[config.mk]
export PLATFORM = sky130hd
export DESIGN_NAME = ctrl_seq
export DESIGN_NICKNAME = d
export VERILOG_FILES = /design/src/rtl/mycpu_pkg.sv /design/src/rtl/ctrl_decode.sv /design/src/rtl/ctrl_seq.sv
export SDC_FILE = /design/constraint.sdc
export NUM_CORES = 1
export LEC_CHECK = 0
export BUFFER_PORTS_ARGS = -buffer_cell sky130_fd_sc_hd__buf_2
export CORE_ASPECT_RATIO = 1.75
export CORE_UTILIZATION = 50
export DETAILED_ROUTE_END_ITERATION = 7
export GPL_ROUTABILITY_DRIVEN = 0
export HOLD_SLACK_MARGIN = 0.08
export PLACE_DENSITY = 0.88
export SLEW_MARGIN = 25
export SYNTH_ARGS = -nofsm -noshare
export SYNTH_HDL_FRONTEND = slang
export SYNTH_HIERARCHICAL = 1
export SYNTH_SLANG_ARGS = --single-unit
[constraint.sdc]
create_clock -name clk -period 2.3 [get_ports clk]
set_input_delay 0.115 -clock clk [delete_from_list [all_inputs] [get_ports clk]]
set_output_delay 0.115 -clock clk [all_outputs]
set_load 0.005 [all_outputs]
[src/rtl/mycpu_pkg.sv]
// Shared types and constants for the mycpu datapath and its instruction sequencer.
package mycpu_pkg;

    typedef enum logic [3:0] {
        FS_MOVA  = 4'h0,
        FS_INC   = 4'h1,
        FS_FADD  = 4'h2,
        FS_FADDC = 4'h3,
        FS_FSUBB = 4'h4,
        FS_FSUB  = 4'h5,
        FS_DEC   = 4'h6,
        FS_TFRA  = 4'h7,
        FS_AND   = 4'h8,
        FS_OR    = 4'h9,
        FS_XOR   = 4'hA,
        FS_NOT   = 4'hB,
        FS_MOVB  = 4'hC,
        FS_SHR   = 4'hD,
        FS_SHL   = 4'hE,
        FS_RSVD  = 4'hF
    } fs_t;

    typedef enum logic [1:0] {
        ST_FETCH,
        ST_DECODE,
        ST_EXEC,
        ST_HALTED
    } state_t;

    // Classes 101 and 110 are named only so any 3-bit field casts cleanly.
    typedef enum logic [2:0] {
        IC_ALU_REG = 3'b000,
        IC_ALU_IMM = 3'b001,
        IC_BRZ     = 3'b010,
        IC_BRN     = 3'b011,
        IC_JMP     = 3'b100,
        IC_ILL5    = 3'b101,
        IC_ILL6    = 3'b110,
        IC_HALT    = 3'b111
    } iclass_t;

    localparam int CLS_HI = 15;
    localparam int CLS_LO = 13;
    localparam int FS_HI  = 12;
    localparam int FS_LO  = 9;
    localparam int DR_HI  = 8;
    localparam int DR_LO  = 6;
    localparam int SA_HI  = 5;
    localparam int SA_LO  = 3;
    localparam int SB_HI  = 2;
    localparam int SB_LO  = 0;
    localparam int TGT_HI = 7;
    localparam int TGT_LO = 0;

    function automatic logic classLegal(input iclass_t c);
        return !((c == IC_ILL5) || (c == IC_ILL6));
    endfunction

endpackage

[src/rtl/ctrl_decode.sv]
// Combinational instruction decoder: splits the instruction register into
// class, function select, register addresses, immediate and branch target.
module ctrl_decode
    import mycpu_pkg::*;
(
    input  logic [15:0] ir_i,
    output iclass_t     iclass_o,
    output fs_t         fs_o,
    output logic [2:0]  da_o,
    output logic [2:0]  aa_o,
    output logic [2:0]  ba_o,
    output logic [15:0] imm_o,
    output logic [7:0]  target_o,
    output logic        legal_o
);

    assign iclass_o = iclass_t'(ir_i[CLS_HI:CLS_LO]);
    assign fs_o     = fs_t'(ir_i[FS_HI:FS_LO]);
    assign da_o     = ir_i[DR_HI:DR_LO];
    assign aa_o     = ir_i[SA_HI:SA_LO];
    assign ba_o     = ir_i[SB_HI:SB_LO];
    assign imm_o    = {13'b0, ir_i[SB_HI:SB_LO]};
    assign target_o = ir_i[TGT_HI:TGT_LO];
    assign legal_o  = classLegal(iclass_o);

endmodule

[src/rtl/ctrl_seq.sv]
// Multi-cycle instruction sequencer: fetches over a req/ack handshake, decodes,
// and drives register-file / function-unit controls; owns PC, IR and Z/N flags.
module ctrl_seq
    import mycpu_pkg::*;
(
    input  logic        clk,
    input  logic        rst_n,
    output logic        imem_req,
    output logic [7:0]  imem_addr,
    input  logic        imem_ack,
    input  logic [15:0] imem_data,
    output logic [3:0]  fs_out,
    output logic [2:0]  aa_out,
    output logic [2:0]  ba_out,
    output logic [2:0]  da_out,
    output logic        mb_sel,
    output logic [15:0] imm_out,
    output logic        rw_out,
    input  logic        z_in,
    input  logic        n_in,
    output logic [7:0]  pc_out,
    output logic        halt_out,
    output logic        err_out
);

    state_t      state_q;
    logic [7:0]  pc_q;
    logic [15:0] ir_q;
    logic        zFlag_q;
    logic        nFlag_q;
    logic        memReq_q;
    logic        rwEn_q;
    logic        mbSel_q;
    fs_t         fsSel_q;
    logic        halt_q;
    logic        err_q;

    iclass_t     decClass;
    fs_t         decFs;
    logic [2:0]  decDa;
    logic [2:0]  decAa;
    logic [2:0]  decBa;
    logic [15:0] decImm;
    logic [7:0]  decTarget;
    logic        decLegal;

    logic [7:0]  pcInc_d;
    logic        branchTaken_d;
    logic [7:0]  pcBranch_d;

    ctrl_decode u_decode (
        .ir_i     (ir_q),
        .iclass_o (decClass),
        .fs_o     (decFs),
        .da_o     (decDa),
        .aa_o     (decAa),
        .ba_o     (decBa),
        .imm_o    (decImm),
        .target_o (decTarget),
        .legal_o  (decLegal)
    );

    assign pcInc_d = pc_q + 8'd1;

    // Branches consult the flags latched by the most recent ALU instruction.
    always_comb begin
        branchTaken_d = 1'b0;
        case (decClass)
            IC_BRZ:  branchTaken_d = zFlag_q;
            IC_BRN:  branchTaken_d = nFlag_q;
            IC_JMP:  branchTaken_d = 1'b1;
            default: branchTaken_d = 1'b0;
        endcase
        pcBranch_d = branchTaken_d ? decTarget : pcInc_d;
    end

    always_ff @(posedge clk or negedge rst_n) begin
        if (!rst_n) begin
            state_q  <= ST_FETCH;
            pc_q     <= 8'h00;
            ir_q     <= 16'h0000;
            zFlag_q  <= 1'b0;
            nFlag_q  <= 1'b0;
            memReq_q <= 1'b0;
            rwEn_q   <= 1'b0;
            mbSel_q  <= 1'b0;
            fsSel_q  <= FS_MOVA;
            halt_q   <= 1'b0;
            err_q    <= 1'b0;
        end else begin
            case (state_q)
                ST_FETCH: begin
                    // Only the first fetch after reset finds the request low here.
                    if (!memReq_q) begin
                        memReq_q <= 1'b1;
                    end else if (imem_ack) begin
                        ir_q     <= imem_data;
                        memReq_q <= 1'b0;
                        state_q  <= ST_DECODE;
                    end
                end
                ST_DECODE: begin
                    case (decClass)
                        IC_ALU_REG, IC_ALU_IMM: begin
                            rwEn_q  <= 1'b1;
                            fsSel_q <= decFs;
                            mbSel_q <= (decClass == IC_ALU_IMM);
                            state_q <= ST_EXEC;
                        end
                        IC_BRZ, IC_BRN, IC_JMP: begin
                            pc_q     <= pcBranch_d;
                            memReq_q <= 1'b1;
                            state_q  <= ST_FETCH;
                        end
                        default: begin
                            halt_q  <= 1'b1;
                            err_q   <= !decLegal;
                            state_q <= ST_HALTED;
                        end
                    endcase
                end
                ST_EXEC: begin
                    zFlag_q  <= z_in;
                    nFlag_q  <= n_in;
                    pc_q     <= pcInc_d;
                    rwEn_q   <= 1'b0;
                    fsSel_q  <= FS_MOVA;
                    mbSel_q  <= 1'b0;
                    memReq_q <= 1'b1;
                    state_q  <= ST_FETCH;
                end
                default: begin
                    state_q <= ST_HALTED;
                end
            endcase
        end
    end

    assign imem_req  = memReq_q;
    assign imem_addr = pc_q;
    assign pc_out    = pc_q;
    assign fs_out    = fsSel_q;
    assign rw_out    = rwEn_q;
    assign mb_sel    = mbSel_q;
    assign aa_out    = decAa;
    assign ba_out    = decBa;
    assign da_out    = decDa;
    assign imm_out   = decImm;
    assign halt_out  = halt_q;
    assign err_out   = err_q;

endmodule
Word level (Yosys, flattened, before mapping)
Index checks and enable logic that the tools add are counted.

Add/subtract/negate cells: 1. Equal/unequal tests: 12. Mux-type cells: 18. Bitwise logic cells: 1. Reduce and logical (&&, ||, !) cells: 14.

Operator list (number): 8-bit 2-to-1 mux (2); 8-bit case mux with 2 select lines (1); 2-bit AND reduction (5); 3-bit == test (second input constant) (3); 8-bit by 1-bit adder with 8-bit output (second input constant) (1); 2-bit != test (second input constant) (4); 4-bit case mux with 2 select lines (1); 3-bit by 2-bit == test with 1-bit output (second input constant) (2); 1-bit case mux with 3 select lines (2); 2-bit case mux with 3 select lines (1); 1-bit 2-to-1 mux (5); 5-bit OR reduction (1); 2-bit 2-to-1 mux (2); 4-bit 2-to-1 mux (1); 1-bit case mux with 2 select lines (2); 2-bit case mux with 2 select lines (1); 3-bit by 1-bit == test with 1-bit output (second input constant) (1); 3-bit logical NOT (1); 3-bit AND reduction (1); 3-bit nonzero test (1); 3-bit OR reduction (1); 2-bit by 1-bit == test with 1-bit output (second input constant) (1); 2-bit == test (second input constant) (1); 2-bit logical NOT (1); 4 further kinds (4).

Bits in registers: 37. Input bits: 21. Output and inout port bits: 50. Logic and storage cells: 57.

Logic depth before layout (Yosys ltp)
Gate-level depths: netlist (run 1).

Depth in word-level cells: 5. Gate-level depth with buffers: 7. Mapped depth without buffers: 6.

Modules after synthesis
The synthesis (run 1) kept the hierarchy.

Modules (own cells, without submodules): ctrl_seq (instances 1, cells each 158, area an instance 1800.5 um^2, seq. area each 925.9 um^2); ctrl_decode (instances 1, cells each 43, area an instance 316.6 um^2, seq. area each 0.0 um^2).

Worst setup path after synthesis (run 1)
OpenSTA, ideal clock, no wires.

Path kind: reg-to-reg. Start point: reg state_q[0]. End point: reg ir_q[0]. Setup time: 0.125 ns. Arrival: 1.598 ns. Data required time: 2.175 ns. Path slack: 0.578 ns. Stages on the path, launching flop included: 6. Path buffers: 1. Period minus slack after synthesis: 1.722 ns. Path through: dfrtp_1 -> inv_1 -> ha_1 -> nand3_1 -> clkbuf_1 -> mux2_2.

Cells in the longest elaborated chain, start to end: 2.

Ends and longest elaborated chain: start: declaration (line ctrl_seq.sv:26) `state_t state_q;`; start signal: assignment (line ctrl_seq.sv:79) `state_q <= ST_FETCH;`; start signal: assignment (line ctrl_seq.sv:99) `state_q <= ST_DECODE;`; start signal: assignment (line ctrl_seq.sv:108) `state_q <= ST_EXEC;`; 2-bit logical NOT (line ctrl_seq.sv:91) `case (state_q)`; 3-bit AND reduction (no source line); end signal: assignment (line ctrl_seq.sv:97) `ir_q <= imem_data;`; end: declaration (line ctrl_seq.sv:28) `logic [15:0] ir_q;`.

Every way passes these cells. A chain may end at the register's enable or synchronous reset.

Final worst setup path (run 1)
Start point: reg state_q[1]. End point: reg fsSel_q[0], in the netlist fs_out[0].

Cells in the longest elaborated chain, start to end: 3. Elaborated cells on any way between the ends: 6. Those cells by class: eq/ne (3); mux (1); reduce/logical (2).

Ends and longest elaborated chain: 2-bit by 1-bit == test with 1-bit output / 2-bit == test (equally long branches) (line ctrl_seq.sv:91); 2-bit != test (no source line) / 2-bit nonzero test (equally long branches); 2-bit AND reduction (no source line); end signal: assignment (line ctrl_seq.sv:106) `fsSel_q <= decFs;`; end: declaration (line ctrl_seq.sv:34) `fs_t fsSel_q;`.

Several ways; a longest one is shown, not always the timed one.

==> run_summary.xml, run 1 <==
<?xml version="1.0" encoding="UTF-8"?>
<metrics>
  <group name="clock_network">
    <metric name="tritoncts_clock_tree" unit="">done</metric>
    <metric name="clock_insertion_delay_worst_skew" unit="ns">0.29</metric>
    <metric name="clk_path_buf_depth" unit="">2</metric>
    <metric name="ctsResizeCount" unit="">0</metric>
    <metric name="cts_buffers" unit="">5</metric>
    <metric name="htreeDepth" unit="">2</metric>
    <metric name="clk_slew_on_worst_s_h_paths" unit="ns">0.07</metric>
    <metric name="numClockSinks" unit="">37</metric>
    <metric name="clock_tree.root_cell" unit="">sky130_fd_sc_hd__clkbuf_8</metric>
  </group>
  <group name="routing">
    <metric name="drt_wl_total" unit="mm">4.006</metric>
    <metric name="drt_iter0_drc" unit="">11</metric>
    <metric name="wire_per_inst" unit="um">13.58</metric>
    <metric name="drt-pass1-iter-count" unit="">4</metric>
    <metric name="post-route-drc-count" unit="">0</metric>
    <metric name="viasPerCell" unit="">5.102</metric>
    <metric name="antenna_nets_post_route" unit="">0</metric>
    <metric name="routed-via-count" unit="">1505</metric>
  </group>
  <group name="pwr">
    <metric name="clock_power_share" unit="">0.410</metric>
    <metric name="switching_power" unit="mW">0.2505</metric>
    <metric name="power.ir.vdd_worst" unit="V">0.0005432</metric>
    <metric name="total_leakage_power" unit="nW">1.332</metric>
    <metric name="report.power.total" unit="mW">1.205</metric>
    <metric name="p_per_area" unit="nW/um^2">496.8</metric>
    <metric name="pwr-share-comb" unit="">0.050</metric>
    <metric name="switching_share" unit="">0.2079</metric>
    <metric name="p_int" unit="mW">0.9543</metric>
    <metric name="sequentialPowerShare" unit="">0.540</metric>
  </group>
  <group name="floorplan">
    <metric name="floorplan.die.width" unit="um">51.19</metric>
    <metric name="die_y" unit="um">88.08</metric>
    <metric name="initial_utilization" unit="">0.5149</metric>
    <metric name="ios" unit="">71</metric>
    <metric name="core" unit="um^2">4111</metric>
    <metric name="num_rows" unit="">31</metric>
    <metric name="fp.dieArea" unit="um^2">4509</metric>
  </group>
  <group name="setup_path">
    <metric name="r2r_setup_slack" unit="ns">0.47</metric>
    <metric name="path_cells" unit="">inv_1 -&gt; ha_1 -&gt; mux2i_1 -&gt; o21ai_0</metric>
    <metric name="worstPathRequired" unit="ns">2.45</metric>
    <metric name="timing.critical_path.fanout_max" unit="">10</metric>
    <metric name="reg_to_reg_endpoint" unit="">fs_out[0]</metric>
    <metric name="cp-endpoint" unit="">fs_out[0]</metric>
    <metric name="cp_slowest_stage_delay" unit="ns">0.61</metric>
    <metric name="critPathCaptureType" unit="">register</metric>
    <metric name="worst_reg2reg_path_depth" unit="">4</metric>
    <metric name="crit_start" unit="">state_q[1]</metric>
    <metric name="ff_to_ff_start" unit="">state_q[1]</metric>
    <metric name="cp_max_delay_cell" unit="">sky130_fd_sc_hd__mux2i_1</metric>
    <metric name="worst_ep_arrival_time" unit="ns">1.98</metric>
    <metric name="startpoint_type" unit="">register</metric>
    <metric name="timing.setup.critical_path_class" unit="">register to register</metric>
  </group>
  <group name="run_status">
    <metric name="status" unit="">complete, no violations</metric>
  </group>
  <group name="cells_and_area">
    <metric name="area_of_the_multi_input_gates" unit="um^2">834.6</metric>
    <metric name="final_core_utilization" unit="">0.5898</metric>
    <metric name="layout-area-overhead-vs-synth" unit="%">14.54</metric>
    <metric name="layout-drive-gt1-share" unit="">0.3577</metric>
    <metric name="net_count_final" unit="">271</metric>
    <metric name="num-fill-cells" unit="">376</metric>
    <metric name="antenna_cells_inserted" unit="">0</metric>
    <metric name="area_of_all_sequential_standard_cells" unit="um^2">925.9</metric>
    <metric name="finish.instance_area" unit="um^2">2425</metric>
    <metric name="final_cell_count_no_fill" unit="">295</metric>
  </group>
  <group name="sta">
    <metric name="layout_min_cycle_time" unit="ns">1.831</metric>
    <metric name="maxSlewViolCount" unit="">0</metric>
    <metric name="timing.final.setup_violations" unit="">0</metric>
    <metric name="unrepaired_setup_endpoints_after_global_routing" unit="">no</metric>
    <metric name="tightestPinTransition" unit="ns">0.8234</metric>
    <metric name="final_min_period_over_clock_period" unit="">0.7962</metric>
    <metric name="final.setup.tns" unit="ns">0</metric>
    <metric name="clock_skew" unit="ns">0.005993</metric>
    <metric name="max_clock_freq" unit="MHz">546.1</metric>
    <metric name="final-hold-violation-count" unit="">0</metric>
    <metric name="worst_slew_margin_rel" unit="">0.4511</metric>
  </group>
  <group name="grt">
    <metric name="track_usage" unit="">0.1968</metric>
    <metric name="grt_pass1_wl" unit="mm">6.437</metric>
    <metric name="grt_pass1_vias" unit="">1474</metric>
    <metric name="pin_count_of_the_biggest_net_entering_global_routing" unit="">38</metric>
    <metric name="overflow" unit="">0</metric>
    <metric name="grt_antenna_before_repair" unit="">0</metric>
  </group>
  <group name="synthesis">
    <metric name="yosys_most_used_dff" unit="">sky130_fd_sc_hd__dfrtp_1</metric>
    <metric name="synth_common_cells" unit="">sky130_fd_sc_hd__buf_4 (48), sky130_fd_sc_hd__dfrtp_1 (37), sky130_fd_sc_hd__mux2_2 (18), sky130_fd_sc_hd__nand2_1 (15), sky130_fd_sc_hd__o21ai_0 (10)</metric>
    <metric name="post_synth_edffs" unit="">0</metric>
    <metric name="syn_area_per_cell" unit="um^2">10.53</metric>
    <metric name="postSynth.asyncResetShare" unit="">1.000</metric>
    <metric name="synth_top_area_share" unit="">0.4374</metric>
    <metric name="post_synth_main_area_contributors" unit="">sky130_fd_sc_hd__dfrtp_1 (44%), sky130_fd_sc_hd__buf_4 (17%), sky130_fd_sc_hd__mux2_2 (9.6%), sky130_fd_sc_hd__mux2i_1 (3.8%), sky130_fd_sc_hd__ha_1 (3.0%)</metric>
    <metric name="dominant_cell_by_count_in_the_synthesized_netlist" unit="">sky130_fd_sc_hd__buf_4</metric>
    <metric name="synth-seq-area-share" unit="">0.4374</metric>
    <metric name="synth.yosys.warnings" unit="">6</metric>
    <metric name="yosys.area.top_type" unit="">sky130_fd_sc_hd__dfrtp_1</metric>
    <metric name="syn_area" unit="um^2">2117</metric>
    <metric name="postSynthCellCount" unit="">201</metric>
    <metric name="number_of_synthesized_register_bits" unit="">37</metric>
    <metric name="netlist-cell-type-count" unit="">32</metric>
  </group>
  <group name="placed_design">
    <metric name="area_after_detailed_placement" unit="um^2">2133</metric>
    <metric name="hpwlAfterDp" unit="mm">2.784</metric>
    <metric name="dp_cells" unit="">268</metric>
    <metric name="io_buffers" unit="">57</metric>
  </group>
  <group name="min_path">
    <metric name="worstHoldStart" unit="">imem_ack</metric>
    <metric name="holdCritPathClass" unit="">input pin to register</metric>
    <metric name="worstHoldPathCells" unit="">3</metric>
  </group>
  <group name="run">
    <metric name="cap_viol_max_count" unit="">0</metric>
  </group>
</metrics>
## cells by family after synthesis
| family | share of synthesized area |
|---|---|
| AOI/OAI and AO/OA | 0.1040 |
| xor gates and xnor gates | 0.004138 |
| adders and majority gates | 0.02955 |
| buffers and inverters | 0.1897 |
| DFF | 0.4374 |
| muxes | 0.1336 |
| other | 0.001771 |
| and+or+nand+nor | 0.09989 |
## flip-flops by register name, indices dropped and copies added (netlist names)
signal and cells:
imem_req 1, fs_out 4, zFlag_q 1, rw_out 1, err_out 1, state_q 2, halt_out 1, imem_addr 8
ir_q 16, mb_sel 1, nFlag_q 1
## worst max-delay path, delay by kind of cell (launching register included)
| family | cells | cell delay, ns |
|---|---|---|
| DFF | 1 | 0.42 |
| adders and majority gates | 1 | 0.37 |
| AOI/OAI and AO/OA | 1 | 0.20 |
| muxes | 1 | 0.61 |
| buffers and inverters | 1 | 0.09 |
## layer usage
layer	wire [um]	vias up	track usage
li1	-	714	-
met1	1491	716	0.2173
met2	2166	55	0.3170
met3	145	20	0.04688
met4	201	0	0.1566
met5	0	-	0
## power groups by stage
stage	Sequential, mW	Clock, mW	Combinational [mW]
final	0.650	0.494	0.0607
after global routing	0.650	0.531	0.0681
after CTS	0.650	0.505	0.0597
after detailed placement	0.663	0	0.0352
after global placement	0.663	0	0.0344
after floorplan	0.663	0	0.0220
## cells in the final DEF (no fill, tap or decap), types with 2 or more instances in the layout
master / n
sky130_fd_sc_hd__buf_2: 57
sky130_fd_sc_hd__dfrtp_1: 37
sky130_fd_sc_hd__dlygate4sd3_1: 19
sky130_fd_sc_hd__mux2_2: 18
sky130_fd_sc_hd__nand2_1: 15
sky130_fd_sc_hd__conb_1: 13
sky130_fd_sc_hd__o21ai_0: 10
sky130_fd_sc_hd__mux2i_1: 8
sky130_fd_sc_hd__a21oi_1: 8
sky130_fd_sc_hd__nor2_1: 7
sky130_fd_sc_hd__clkbuf_8: 7
sky130_fd_sc_hd__nand2b_1: 6
sky130_fd_sc_hd__inv_1: 5
sky130_fd_sc_hd__ha_1: 5
sky130_fd_sc_hd__nand3_1: 4
sky130_fd_sc_hd__a31oi_1: 3
sky130_fd_sc_hd__and3_1: 3
sky130_fd_sc_hd__a31o_2: 2
sky130_fd_sc_hd__a22oi_1: 2
sky130_fd_sc_hd__a2bb2oi_1: 2
sky130_fd_sc_hd__nor2b_1: 2
## final cells by class
cell class / instances / area share
Inverter: 5 / 0.007740
Tap cell: 49 / 0.02528
Sequential cell: 37 / 0.3818
Clock inverter: 1 / 0.002064
Timing Repair Buffer: 77 / 0.1992
Clock buffer: 7 / 0.03973
Multi-Input combinational cell: 119 / 0.3442
## worst min-delay path by stage
stage	slack (ns)	to
after detailed placement	0.25	ir_q[10]
after floorplan	-0.18	err_out
after global routing	0.19	imem_req
after global placement	0.24	ir_q[10]
after CTS	0.18	imem_req
final	0.19	state_q[0]
## repair_timing
item | CTS | global route
setup buffers | 0 | 0
hold endpoints to repair | 55 | 0
hold buffers | 19 | 0
## stage by stage
stage                     setup slack [ns]  hold slack, ns
after floorplan                     0.5778         -0.1806
after global placement              0.5714          0.2407
after detailed placement            0.5016          0.2483
after CTS                           0.4856          0.1829
after global routing                0.2560          0.1884
final                               0.4687          0.1862
No activity file was read; power rests on OpenSTA's default activity.
==> run 2, diff against run 1 <==
--- a/config.mk
+++ b/config.mk
@@ -7,11 +7,11 @@
 export LEC_CHECK = 0
 export BUFFER_PORTS_ARGS = -buffer_cell sky130_fd_sc_hd__buf_2
 export CORE_ASPECT_RATIO = 1.75
-export CORE_UTILIZATION = 50
+export CORE_UTILIZATION = 45
 export DETAILED_ROUTE_END_ITERATION = 7
 export GPL_ROUTABILITY_DRIVEN = 0
 export HOLD_SLACK_MARGIN = 0.08
-export PLACE_DENSITY = 0.88
+export PLACE_DENSITY = 0.84
 export SLEW_MARGIN = 25
 export SYNTH_ARGS = -nofsm -noshare
 export SYNTH_HDL_FRONTEND = slang
==> constraint.sdc (replaced) <==
create_clock -name clk -period 1.48 [get_ports clk]
set_input_delay 0.074 -clock clk [delete_from_list [all_inputs] [get_ports clk]]
set_output_delay 0.074 -clock clk [all_outputs]
set_load 0.005 [all_outputs]
==> run 2 against run 1 <==
  * The flow now finishes with violations (setup timing)
  * Clock-buffer cell count unchanged
  * Sequential cell count unchanged
  * Utilization rose by 2.5 points
  * Largest power group unchanged
==> run_summary.xml, run 2 (synthesis gave the netlist of run 1 again) <==
<?xml version="1.0" encoding="UTF-8"?>
<metrics>
  <group name="cells_and_area">
    <metric name="layout-area-overhead-vs-synth" unit="%">29.08</metric>
    <metric name="layout_commonest_cell" unit="">sky130_fd_sc_hd__buf_2</metric>
    <metric name="net_count_final" unit="">296</metric>
    <metric name="top_register" unit="">ir_q</metric>
    <metric name="num-fill-cells" unit="">377</metric>
    <metric name="layout-drive-gt1-share" unit="">0.4539</metric>
    <metric name="mostFrequentLayoutCells" unit="">sky130_fd_sc_hd__buf_2 (57), sky130_fd_sc_hd__dfrtp_1 (37), sky130_fd_sc_hd__buf_4 (21), sky130_fd_sc_hd__dlygate4sd3_1 (19), sky130_fd_sc_hd__mux2_2 (18)</metric>
    <metric name="largest_register_ffs" unit="">16</metric>
    <metric name="antenna_cells_inserted" unit="">0</metric>
  </group>
  <group name="routing">
    <metric name="detail_route.wirelength.met1" unit="mm">1.744</metric>
    <metric name="route.met2.wl" unit="mm">2.759</metric>
    <metric name="met3_length" unit="um">159</metric>
    <metric name="drt_iter0_drc" unit="">24</metric>
    <metric name="post-route-drc-count" unit="">0</metric>
    <metric name="top_layer" unit="">met4</metric>
    <metric name="antenna_nets_post_route" unit="">0</metric>
    <metric name="wire_per_inst" unit="um">14.89</metric>
    <metric name="routed-via-count" unit="">1627</metric>
    <metric name="viasPerCell" unit="">5.053</metric>
    <metric name="drt-pass1-iter-count" unit="">4</metric>
    <metric name="drt_wl_total" unit="mm">4.795</metric>
  </group>
  <group name="clock_network">
    <metric name="htreeDepth" unit="">2</metric>
    <metric name="cts_buffers" unit="">5</metric>
    <metric name="clk_slew_on_worst_s_h_paths" unit="ns">0.08</metric>
    <metric name="clock_tree.root_cell" unit="">sky130_fd_sc_hd__clkbuf_8</metric>
    <metric name="tritoncts_clock_tree" unit="">done</metric>
    <metric name="clock_insertion_delay_worst_skew" unit="ns">0.30</metric>
    <metric name="numClockSinks" unit="">37</metric>
    <metric name="clk_path_buf_depth" unit="">2</metric>
  </group>
  <group name="run_status">
    <metric name="violations" unit="">setup timing</metric>
    <metric name="status" unit="">finished, violations left</metric>
  </group>
  <group name="grt">
    <metric name="grt_antenna_before_repair" unit="">0</metric>
    <metric name="overflow" unit="">0</metric>
    <metric name="pin_count_of_the_biggest_net_entering_global_routing" unit="">22</metric>
    <metric name="track_usage" unit="">0.2218</metric>
    <metric name="grt_pass1_vias" unit="">1712</metric>
    <metric name="grt_pass1_wl" unit="mm">7.983</metric>
  </group>
  <group name="floorplan">
    <metric name="num_rows" unit="">32</metric>
    <metric name="core" unit="um^2">4444</metric>
    <metric name="ios" unit="">71</metric>
    <metric name="floorplan.die.width" unit="um">53.85</metric>
    <metric name="die_y" unit="um">92.74</metric>
    <metric name="fp.dieArea" unit="um^2">4994</metric>
    <metric name="initial_utilization" unit="">0.4764</metric>
  </group>
  <group name="sta">
    <metric name="max_clock_freq" unit="MHz">639.3</metric>
    <metric name="timing.final.setup_violations" unit="">10</metric>
    <metric name="final-hold-violation-count" unit="">0</metric>
    <metric name="final_min_period_over_clock_period" unit="">1.057</metric>
    <metric name="unrepaired_setup_endpoints_after_global_routing" unit="">yes</metric>
    <metric name="maxSlewViolCount" unit="">0</metric>
    <metric name="final.setup.tns" unit="ns">-0.4281</metric>
    <metric name="postLayoutSetupSlackWorst" unit="ns">-0.08411</metric>
    <metric name="layout_min_cycle_time" unit="ns">1.564</metric>
    <metric name="clock_skew" unit="ns">0.01485</metric>
  </group>
  <group name="min_path">
    <metric name="holdCritPathClass" unit="">input pin to register</metric>
  </group>
  <group name="setup_path">
    <metric name="r2r_setup_slack" unit="ns">-0.08</metric>
    <metric name="startpoint_type" unit="">register</metric>
    <metric name="worst_ep_arrival_time" unit="ns">1.78</metric>
    <metric name="timing.critical_path.fanout_max" unit="">8</metric>
    <metric name="worstPathRequired" unit="ns">1.70</metric>
    <metric name="critPathCaptureType" unit="">register</metric>
    <metric name="timing.setup.critical_path_class" unit="">register to register</metric>
  </group>
  <group name="placed_design">
    <metric name="hpwlAfterDp" unit="mm">3.179</metric>
    <metric name="io_buffers" unit="">57</metric>
  </group>
  <group name="pwr">
    <metric name="p_per_area" unit="nW/um^2">698.5</metric>
    <metric name="report.power.total" unit="mW">1.909</metric>
    <metric name="power.ir.vdd_worst" unit="V">0.0007073</metric>
    <metric name="total_leakage_power" unit="nW">1.467</metric>
  </group>
  <group name="run">
    <metric name="cap_viol_max_count" unit="">0</metric>
  </group>
</metrics>
run 2: cell count changes in the layout (fill, tap and decap cells not counted), moves of 3 or more:
cell,change
sky130_fd_sc_hd__buf_4,+20
sky130_fd_sc_hd__ha_1,-3
sky130_fd_sc_hd__ha_2,+3
sky130_fd_sc_hd__o21ai_0,-7
sky130_fd_sc_hd__o21ai_1,+6
run 2: timing repair:
item,in CTS,in global routing
endpoints found under the setup margin,16,28
hold buffers,19,0
endpoints found under the hold margin,37,0
gates resized for setup,11,8
pin swaps,6,3
cloned,2,0
buffers inserted,2,3
run 2: final timing paths:
check                           from           end  cells after the start
setup / recovery            ir_q[13]  imem_addr[1]                      5
hold / removal              imem_ack       ir_q[6]                      3
setup reg to reg            ir_q[13]  imem_addr[1]                      5
hold reg to reg            fs_out[2]     fs_out[2]                      2
max in group asynchronous      rst_n       ir_q[2]                      3
min in group asynchronous      rst_n      halt_out                      2
run 2: layout make-up:
cell class              instances  area (um^2)  area share
repair buffers                100        679.4      0.2486
clock buffers                   7        96.34     0.03526
flip-flops and latches         37        925.9      0.3388
well taps                      51        63.81     0.02335
multi-input cells             121        943.4      0.3452
inverters                       5        18.77    0.006868
clock inverters                 1        5.005    0.001832
run 2: critical path: stages (launching register included):
cell and delay (ns):
sky130_fd_sc_hd__dfrtp_1 0.39, sky130_fd_sc_hd__or3b_4 0.46, sky130_fd_sc_hd__a31oi_4 0.31, sky130_fd_sc_hd__buf_4 0.17, sky130_fd_sc_hd__nor2_1 0.03, sky130_fd_sc_hd__a21oi_1 0.13
run 2: through the flow:
step	std cells	hold slack, ns	cell area, um^2	worst slack [ns]	utilization
final	322	0.1592	2733	-0.08411	0.6149
after global routing	322	0.1693	2733	-0.1522	0.6149
after CTS	319	0.1494	2693	-0.06633	0.6059
after detailed placement	288	0.05438	2317	-0.08323	0.5214
after global placement	288	0.04700	2317	-0.03944	0.5214
after floorplan	213	-0.2216	2205	-0.1611	-
run 2: per-layer routing:
layer | GRT usage | vias up
met5 | 0 | -
met4 | 0.1140 | 0
met3 | 0.04105 | 13
met2 | 0.3807 | 48
met1 | 0.2452 | 794
li1 | - | 772
run 2: power by group:
group	switching, mW	total (mW)	internal, mW
clock network	0.377	0.798	0.421
registers	0	1.01	1.01
logic	0.0448	0.100	0.0554
